**config.mk**
```make
export PLATFORM = sky130hd
export DESIGN_NAME = sync_tx_arbiter
export DESIGN_NICKNAME = d
export VERILOG_FILES = /design/src/rtl/sync_tx_arbiter.sv
export SDC_FILE = /design/constraint.sdc
export NUM_CORES = 1
export LEC_CHECK = 0
export CORE_ASPECT_RATIO = 1.25
export CORE_MARGIN = 1.5
export CORE_UTILIZATION = 40
export DETAILED_ROUTE_END_ITERATION = 16
export GPL_TIMING_DRIVEN = 0
export HOLD_SLACK_MARGIN = 0.06
export PLACE_DENSITY = 0.85
export SYNTH_ARGS = -nofsm -noshare
export SYNTH_HDL_FRONTEND = slang
export SYNTH_SLANG_ARGS = --single-unit
```
**constraint.sdc**
```tcl
create_clock -name CLK -period 2.8 [get_ports CLK]
set_input_delay 0.7 -clock CLK [delete_from_list [all_inputs] [get_ports CLK]]
set_output_delay 0.7 -clock CLK [all_outputs]
set_load 0.01 [all_outputs]
```
**src/rtl/sync_tx_arbiter.sv**
```systemverilog
// Source-domain scheduler for a shared synchronizer crossing: round-robin
// between two requesters, then SETUP/HOLD/GAP sequencing of Unsync_bus/Unsync_enable.
module sync_tx_arbiter #(
  parameter int DATA_WIDTH  = 8,
  parameter int HOLD_CYCLES = 3,
  parameter int GAP_CYCLES  = 2
) (
  input  logic                  CLK,
  input  logic                  RST,
  input  logic                  REQ0_VALID,
  input  logic [DATA_WIDTH-1:0] REQ0_DATA,
  output logic                  REQ0_READY,
  input  logic                  REQ1_VALID,
  input  logic [DATA_WIDTH-1:0] REQ1_DATA,
  output logic                  REQ1_READY,
  output logic [DATA_WIDTH-1:0] Unsync_bus,
  output logic                  Unsync_enable,
  output logic                  grant_id,
  output logic                  busy
);

  localparam int MAX_CNT = (HOLD_CYCLES > GAP_CYCLES) ? HOLD_CYCLES : GAP_CYCLES;
  localparam int CW      = $clog2(MAX_CNT + 1);

  typedef enum logic [1:0] {IDLE, SETUP, HOLD, GAP} state_t;

  state_t          state, state_nxt;
  logic [CW-1:0]   cnt, cnt_nxt;
  logic            rr_last;
  logic            gnt;
  logic            hs;

  // Tie goes to the requester not served last; a lone valid always wins.
  always_comb begin
    gnt = 1'b0;
    if (REQ0_VALID && REQ1_VALID) gnt = ~rr_last;
    else if (REQ1_VALID)          gnt = 1'b1;
    REQ0_READY = (state == IDLE) && !gnt && REQ0_VALID;
    REQ1_READY = (state == IDLE) &&  gnt && REQ1_VALID;
    hs         = REQ0_READY | REQ1_READY;
  end

  always_comb begin
    state_nxt = state;
    cnt_nxt   = cnt;
    case (state)
      IDLE:  if (hs) state_nxt = SETUP;
      SETUP: begin
        state_nxt = HOLD;
        cnt_nxt   = CW'(HOLD_CYCLES - 1);
      end
      HOLD: begin
        if (cnt == '0) begin
          state_nxt = GAP;
          cnt_nxt   = CW'(GAP_CYCLES - 1);
        end else begin
          cnt_nxt   = cnt - CW'(1);
        end
      end
      GAP: begin
        if (cnt == '0) state_nxt = IDLE;
        else           cnt_nxt   = cnt - CW'(1);
      end
      default: state_nxt = IDLE;
    endcase
  end

  // Enable is a flop mirroring the HOLD state so the synchronizer sees a glitch-free pulse.
  always_ff @(posedge CLK or negedge RST) begin
    if (!RST) begin
      state         <= IDLE;
      cnt           <= '0;
      rr_last       <= 1'b1;
      grant_id      <= 1'b0;
      Unsync_bus    <= '0;
      Unsync_enable <= 1'b0;
    end else begin
      state         <= state_nxt;
      cnt           <= cnt_nxt;
      Unsync_enable <= (state_nxt == HOLD);
      if (hs) begin
        Unsync_bus <= gnt ? REQ1_DATA : REQ0_DATA;
        grant_id   <= gnt;
        rr_last    <= gnt;
      end
    end
  end

  assign busy = (state != IDLE);

endmodule

```
# Word-level counts from Yosys, hierarchy flattened
# Index checks and enable logic that the tools add are counted.
[totals] regBits=15 latch_bits=0 ram_bits=0 rom_bits=0 inputBits=20 output_inout_bits=13 word_cells=35 mem_count=0
[op_classes] n_addsub=1 n_mul=0 div=0 order_cmp=0 n_eq_ne=5 shift=0 mux=10 bitwise=2 n_reduce_logical=11
[op_table] op="two-way mux 2 bit" n=5
[op_table] op="two-way mux 8 bit" n=1
[op_table] op="case mux 2 bit (4 select lines)" n=1
[op_table] op="equality test 2 bit (second input constant)" n=3
[op_table] op="case mux 2 bit (3 select lines)" n=1
[op_table] op="logical AND 1 bit" n=5
[op_table] op="logical NOT 2 bit" n=2
[op_table] op="nonzero test 3 bit" n=1
[op_table] op="equality test 2 x 1 -> 1 bit (second input constant)" n=1
[op_table] op="two-way mux 1 bit" n=2
[op_table] op="!= test 2 bit (second input constant)" n=1
[op_table] op="AND reduction 2 bit" n=1
[op_table] op="nonzero test 2 bit" n=1
[op_table] op="subtractor 2 x 1 -> 2 bit (second input constant)" n=1
[op_table] op="logical NOT 1 bit" n=1
[op_table] op="NOT 1 bit" n=1
[op_table] op="OR 1 bit" n=1

# Depth between registers and ports, before layout
# Gate-level depths: netlist of the first run.
[depth] ltp_word=9 depth_mapped=6 mapped_depth_nobuf=6

# Worst setup path before layout of the first run
# Ideal clock, no wire load.
[synth_path] path_type="in2out" startpoint="input port REQ1_VALID" endpoint="output port REQ1_READY" arrival_ns=1.187 required_ns=2.100 path_slack_ns=0.913 stages=3 n_path_buf=1 cell_sequence="a21boi_2 > buf_6 > and2_1"
[synth_between] elab_chain_cells=4 word_cells_on_any_way=5 classes_between="2 x mux; 3 x reduce/logical"
[synth_rtl] item="start, declared" line="13" source="input logic REQ1_VALID,"
[synth_rtl] item="two-way mux 1 bit or logical AND 1 bit (tied branches)" line="37, 36"
[synth_rtl] item="two-way mux 1 bit" line="36" source="if (REQ0_VALID && REQ1_VALID) gnt = ~rr_last;"
[synth_rtl] item="logical AND 1 bit" line="39" source="REQ1_READY = (state == IDLE) && gnt && REQ1_VALID;"
[synth_rtl] item="logical AND 1 bit (*)" line="39"
[synth_rtl] item="end, declared" line="15" source="output logic REQ1_READY,"
# Mark *: on every way between the ends. The rest lies on a longest branch, timed or not.

# Worst setup path in the final report of the first run
# Ends and elaborated chain as after synthesis.

==> results_dict.tcl, run 1 <==
set metrics [dict create \
    synthMuxAreaShare_pct 10.7 \
    detail-route-antenna-nets 0 \
    drt-total-wl_mm 2.00 \
    p_comb_share_pct 57.8 \
    cts-root-buf "clkbuf_4" \
    num_rows 18 \
    synth_fa_ha_area_share_pct 10.4 \
    fin_skew_ns 0.00371 \
    synth_compound_area_share_pct 17.0 \
    cts_buffers 3 \
    setup_violations 0 \
    endpoint_kind "primary output" \
    cts-htree-levels 1 \
    ys.flop_type "dfrtp_1" \
    grt_pass1_vias 708 \
    synth_seq_area_share_pct 44.8 \
    die-width_um 44.0 \
    initial_core_util_pct 42.4 \
    maxCapViolations 0 \
    final_nets 149 \
    antenna_cells 0 \
    wire_per_inst_um 14.2 \
    fmax_ghz 0.382 \
    ios 33 \
    synth_top_family_by_area "compound AO/OA/AOI/OAI gates" \
    area_growth_pct 45.2 \
    synth_nets 111 \
    synth_edf_count 0 \
    final_core_util_pct 61.6 \
    ys_types 25 \
    cpMaxStageDelayCell "clkdlybuf4s50_1" \
    max-vdd-ir-drop_v 0.000414 \
    path_clk_slew_ns 0.09 \
    synthTopCellsByArea "dfrtp_1 42%, mux2i_1 11%, ha_1 10%" \
    drive_gt1_share_pct 9.09 \
    synth_most_common_cell "dfrtp_1" \
    synth-simple-area-share_pct 12.9 \
    grt_pass1_wl_mm 3.02 \
    status "completed" \
    arrival_ns 1.91 \
    worstPathCellList "clkdlybuf4s50_1, a21boi_2, buf_6, and2_1, dlygate4sd2_1" \
    cts_buffer_depth 2 \
    yosys.area_share.xor_xnor_pct 0 \
    tightest_slew_ns 0.695 \
    cp_max_fo 3 \
    grt_setup_unrepaired "false" \
    core_um2 1980 \
    grt_util_all_layers_pct 17.4 \
    synth.top_cell.area_share_pct 41.7 \
    die_height_um 54.3 \
    hold_viol 0 \
    via_per_inst 5.35 \
    dieArea_um2 2390 \
    grt_max_degree 16 \
    dr.pass1.iters 4 \
    fillers 161 \
    hold_class "flip-flop to flip-flop" \
    tritoncts "built" \
    insertion_delay_ns 0.27 \
    syn_inst 84 \
    port_buffers 32 \
    intPower_mw 0.737 \
    netlist_area_um2 841 \
    finalCriticalPeriod_ns 2.61 \
    drv_slew 0 \
    ctsHoldBuffers 0 \
    async_flop_share_pct 100 \
    period_share_pct 93.4 \
    netlist_top_cells_count "14 x dfrtp_1, 13 x nand2_1, 9 x mux2i_1, 9 x o21ai_0, 7 x ha_1" \
    cts_sinks 15 \
    cp.required_ns 2.10 \
    seq_area_um2 377 \
    synth_warnings 0 \
    critPathLaunchType "input pin" \
    power.density_nw_per_um2 1010 \
    avgSynthCellArea_um2 10.0 \
    ys_ff_latch 15 \
    swShare_pct 40.3 \
    overflow 0 \
    p_sw_mw 0.497 \
    setup-tns-final_ns 0 \
    crit_path_max_incr_delay_ns 0.51 \
    antenna_found_initial 0 \
    clockPowerShare_pct 9.8 \
    dp_hpwl_mm 1.61 \
    multi_input_area_um2 429 \
    drc_errors 0 \
    relSlewSlack_pct 53.5 \
    p_seq_share_pct 32.3 \
    place.gp.congestion 0.817 \
    worstSetupPathType "input pin to primary output" \
    synth_top_area_cell "dfrtp_1" \
    drtIter0Drc 15 \
    vias 754 \
    p_leak_nw 0.569 \
]
## final cells by class
| cell class | count | share of cell area (%) |
|---|---|---|
| tap | 20 | 2.05 |
| multi-input combinational | 62 | 35.1 |
| inverter | 5 | 1.54 |
| clock buffer | 4 | 2.15 |
| buffer | 2 | 1.33 |
| sequential | 15 | 30.8 |
| timing repair buffer | 33 | 26.9 |
## worst max-delay path: cells and delay by family
family | cells | cell delay (ns)
buffers and inverters | 3 | 0.90
AO/OA/AOI/OAI | 1 | 0.18
AND/OR/NAND/NOR | 1 | 0.13
## cell families (layout without fill, tap and decap cells)
| family | count (synthesis) | count (layout) |
|---|---|---|
| compound gates | 22 | 22 |
| fa+ha+maj | 7 | 7 |
| buf+inv | 7 | 44 |
| flops | 15 | 15 |
| mux | 9 | 9 |
| simple gates | 24 | 24 |
## power by group through the flow
stage	combinational (mW)	clock (mW)	sequential, mW
after floorplan	0.391	0	0.425
after global placement	0.677	0	0.395
after detailed placement	0.717	0	0.405
after CTS	0.718	0.125	0.399
after global routing	0.797	0.140	0.414
final	0.714	0.121	0.399
## layout by cell type (no fill, tap or decap), drive strengths merged, types with 2 or more instances in the layout
master / n
ha: 7
dfrtp: 14
clkdlybuf4s50: 30
nor2: 5
nand3b: 2
nand2: 13
mux2i: 9
clkbuf: 4
inv: 5
buf: 3
o21ai: 11
a21oi: 5
## flip-flops by register name (all words and copies together), names as in the netlist
signal / count
Unsync_bus: 8
Unsync_enable: 1
cnt: 2
grant_id: 1
rr_last: 1
state: 2
## routing by layer
layer	track usage [%]	routed length [um]	vias to the layer above
met4	8.08	40	0
met2	32.8	1030	36
met3	5.61	180	4
met1	16.9	744	349
met5	0	0	-
li1	-	-	365
## path summary, 6_finish.rpt
| check | start | endpoint | slack, ns | depth (start not counted) |
|---|---|---|---|---|
| min in group asynchronous | RST | Unsync_bus[3] | 0.84 | 1 |
| max in group asynchronous | RST | Unsync_bus[0] | 1.52 | 1 |
| worst min-delay path | grant_id | grant_id | 0.48 | 1 |
| worst min register to register | grant_id | grant_id | 0.48 | 1 |
| worst max register to register | state[0] | Unsync_enable | 1.11 | 5 |
| worst max-delay path | REQ1_VALID | REQ1_READY | 0.19 | 5 |
## through the flow
| stage | cells | power [mW] | hold WS (ns) | setup slack [ns] | area, um2 |
|---|---|---|---|---|---|
| 6_report | 141 | 1.23 | 0.481 | 0.186 | 1220 |
| 2_1_floorplan | 84 | 0.816 | 0.404 | 0.913 | 841 |
| 3_5_place_dp | 136 | 1.12 | 0.465 | -0.198 | 1190 |
| 4_1_cts | 141 | 1.24 | 0.486 | 0.00796 | 1220 |
| 5_1_grt | 141 | 1.35 | 0.515 | 0.140 | 1220 |
| 3_3_place_gp | 136 | 1.07 | 0.459 | -0.149 | 1190 |
## timing repair
item | CTS | global route
setup endpoints to repair | 2 | 1
buffers inserted | 1 | 0
resized for setup | 1 | 1
Power figures use the tool's default switching activity.
==> run 2: changes to the inputs <==
DONT_BUFFER_PORTS = 1   (was default)
PLACE_DENSITY = 0.65   (was 0.85)
==> results_dict.tcl, run 2 (synthesized netlist as in run 1, its figures left out) <==
set metrics [dict create \
    final_cells 108 \
    largest_reg_flops 8 \
    fillers 193 \
    status "completed" \
    tritoncts "built" \
    dr.pass1.iters 4 \
    dp_hpwl_mm 1.18 \
    drv_slew 0 \
    timing.rr.end "Unsync_enable" \
    drt-total-wl_mm 1.51 \
    drc_errors 0 \
    initial_core_util_pct 42.4 \
    cpMaxStageDelayCell "dfrtp_1" \
    cts-resized-gates 0 \
    worstSetupPathType "flip-flop to primary output" \
    drtIter0Drc 8 \
    cts_sinks 15 \
    ctsHoldBuffers 0 \
    reg.largest.list "Unsync_bus x8, cnt x2, state x2" \
    tightest_slew_ns 0.317 \
    cp.required_ns 2.10 \
    num_rows 18 \
    area_growth_pct 6.10 \
    r2r_setup_slack_ns 1.27 \
    grt_pass1_wl_mm 2.32 \
    finalCriticalPeriod_ns 2.12 \
    vias 606 \
    p_leak_nw 0.421 \
    worstRegToRegCells 5 \
    via_per_inst 5.61 \
    place.gp.congestion 0.763 \
    critPathLaunchType "flip-flop" \
    grt_setup_unrepaired "false" \
    die-width_um 44.0 \
    endpoint_kind "primary output" \
    max-vdd-ir-drop_v 0.000336 \
    regToRegStartpoint "state[0]" \
    cts-root-buf "clkbuf_4" \
    port_buffers 0 \
    grt_max_degree 16 \
    crit_path_max_incr_delay_ns 0.46 \
    detail-route-antenna-nets 0 \
    grt_pass1_vias 582 \
    fin_skew_ns 0.00113 \
    setup-tns-final_ns 0 \
    insertion_delay_ns 0.28 \
    core_um2 1980 \
    top_register "Unsync_bus" \
    final_common_cell "dfrtp_1" \
    wire_per_inst_um 13.9 \
    maxCapViolations 0 \
    cts_buffers 3 \
    cts-htree-levels 1 \
    period_share_pct 75.7 \
    path_clk_slew_ns 0.09 \
    hold_class "input pin to asynchronous set/reset pin" \
    antenna_found_initial 0 \
    fmax_ghz 0.472 \
    ios 33 \
    die_height_um 54.3 \
    drive_gt1_share_pct 11.4 \
    antenna_cells 0 \
    setup_violations 0 \
    cp_max_fo 6 \
    dieArea_um2 2390 \
    cts_buffer_depth 2 \
    final_cell_mix "14 x dfrtp_1, 13 x nand2_1, 9 x mux2i_1, 9 x o21ai_0, 7 x ha_1" \
    postCtsSetupRepairBufs 0 \
    placed_cells 104 \
    hold_viol 0 \
    grt_util_all_layers_pct 13.5 \
    final_nets 116 \
    relSlewSlack_pct 78.9 \
    arrival_ns 1.42 \
    overflow 0 \
    power.density_nw_per_um2 1150 \
    worstPathCellList "inv_1, ha_1, nand2_1, nor2_1" \
]
==> run 2: cell types whose count changed in the layout (fill, tap and decap cells not counted), sizes merged <==
| cell | before | now |
|---|---|---|
| clkdlybuf4s50 | 30 | 0 |
| buf | 3 | 2 |
| dlygate4sd2 | 1 | 0 |
| dlymetal6s2s | 1 | 0 |
==> run 2: layout make-up <==
type                            instances  area [um2]  area share, %
Buffer                                  2        16.3           1.82
Clock buffer                            4        26.3           2.95
Inverter                                5        18.8           2.10
Tap cell                               20        25.0           2.81
Multi-Input combinational cell         62         429           48.1
Sequential cell                        15         377           42.2
==> run 2: worst max-delay path by stage <==
stage / start / end / slack [ns] / cells after the start
6_report: state[0] / REQ0_READY / 0.68 / 4
5_1_grt: state[1] / REQ0_READY / 0.55 / 4
4_1_cts: state[0] / REQ0_READY / 0.66 / 4
3_5_place_dp: REQ1_VALID / REQ1_READY / 0.86 / 3
3_3_place_gp: REQ1_VALID / REQ1_READY / 0.87 / 3
2_1_floorplan: REQ1_VALID / REQ1_READY / 0.91 / 3
==> run 2: power breakdown <==
group | internal, mW | leakage (nW) | switching [mW]
Sequential | 0.328 | 0.181 | 0.113
Clock | 0.0552 | 0.0150 | 0.0658
Combinational | 0.197 | 0.225 | 0.268
Total | 0.580 | 0.421 | 0.447
==> run 2: worst max-delay path, delay by kind of cell, from the launching register on <==
family / cells / cell delay [ns]
buf+inv: 1 / 0.13
fa+ha+maj: 1 / 0.25
simple gates: 2 / 0.30
flops: 1 / 0.46
==> run 2: metal layers <==
layer	up-vias	GRT usage [%]	wire length (um)
met3	2	3.30	129
met2	23	24.5	783
li1	295	-	-
met4	0	9.09	16
met1	286	13.5	575
met5	-	0	0
==> run 2: metrics by stage <==
step | hold WS (ns) | power [mW] | setup slack (ns) | instance area [um2] | utilization, %
2_1_floorplan | 0.404 | 0.816 | 0.913 | 841 | -
3_3_place_gp | 0.405 | 0.892 | 0.873 | 866 | 43.7
3_5_place_dp | 0.405 | 0.918 | 0.863 | 866 | 43.7
4_1_cts | 0.0964 | 1.04 | 0.661 | 892 | 45.0
5_1_grt | 0.0819 | 1.12 | 0.551 | 892 | 45.0
6_report | 0.106 | 1.03 | 0.680 | 892 | 45.0
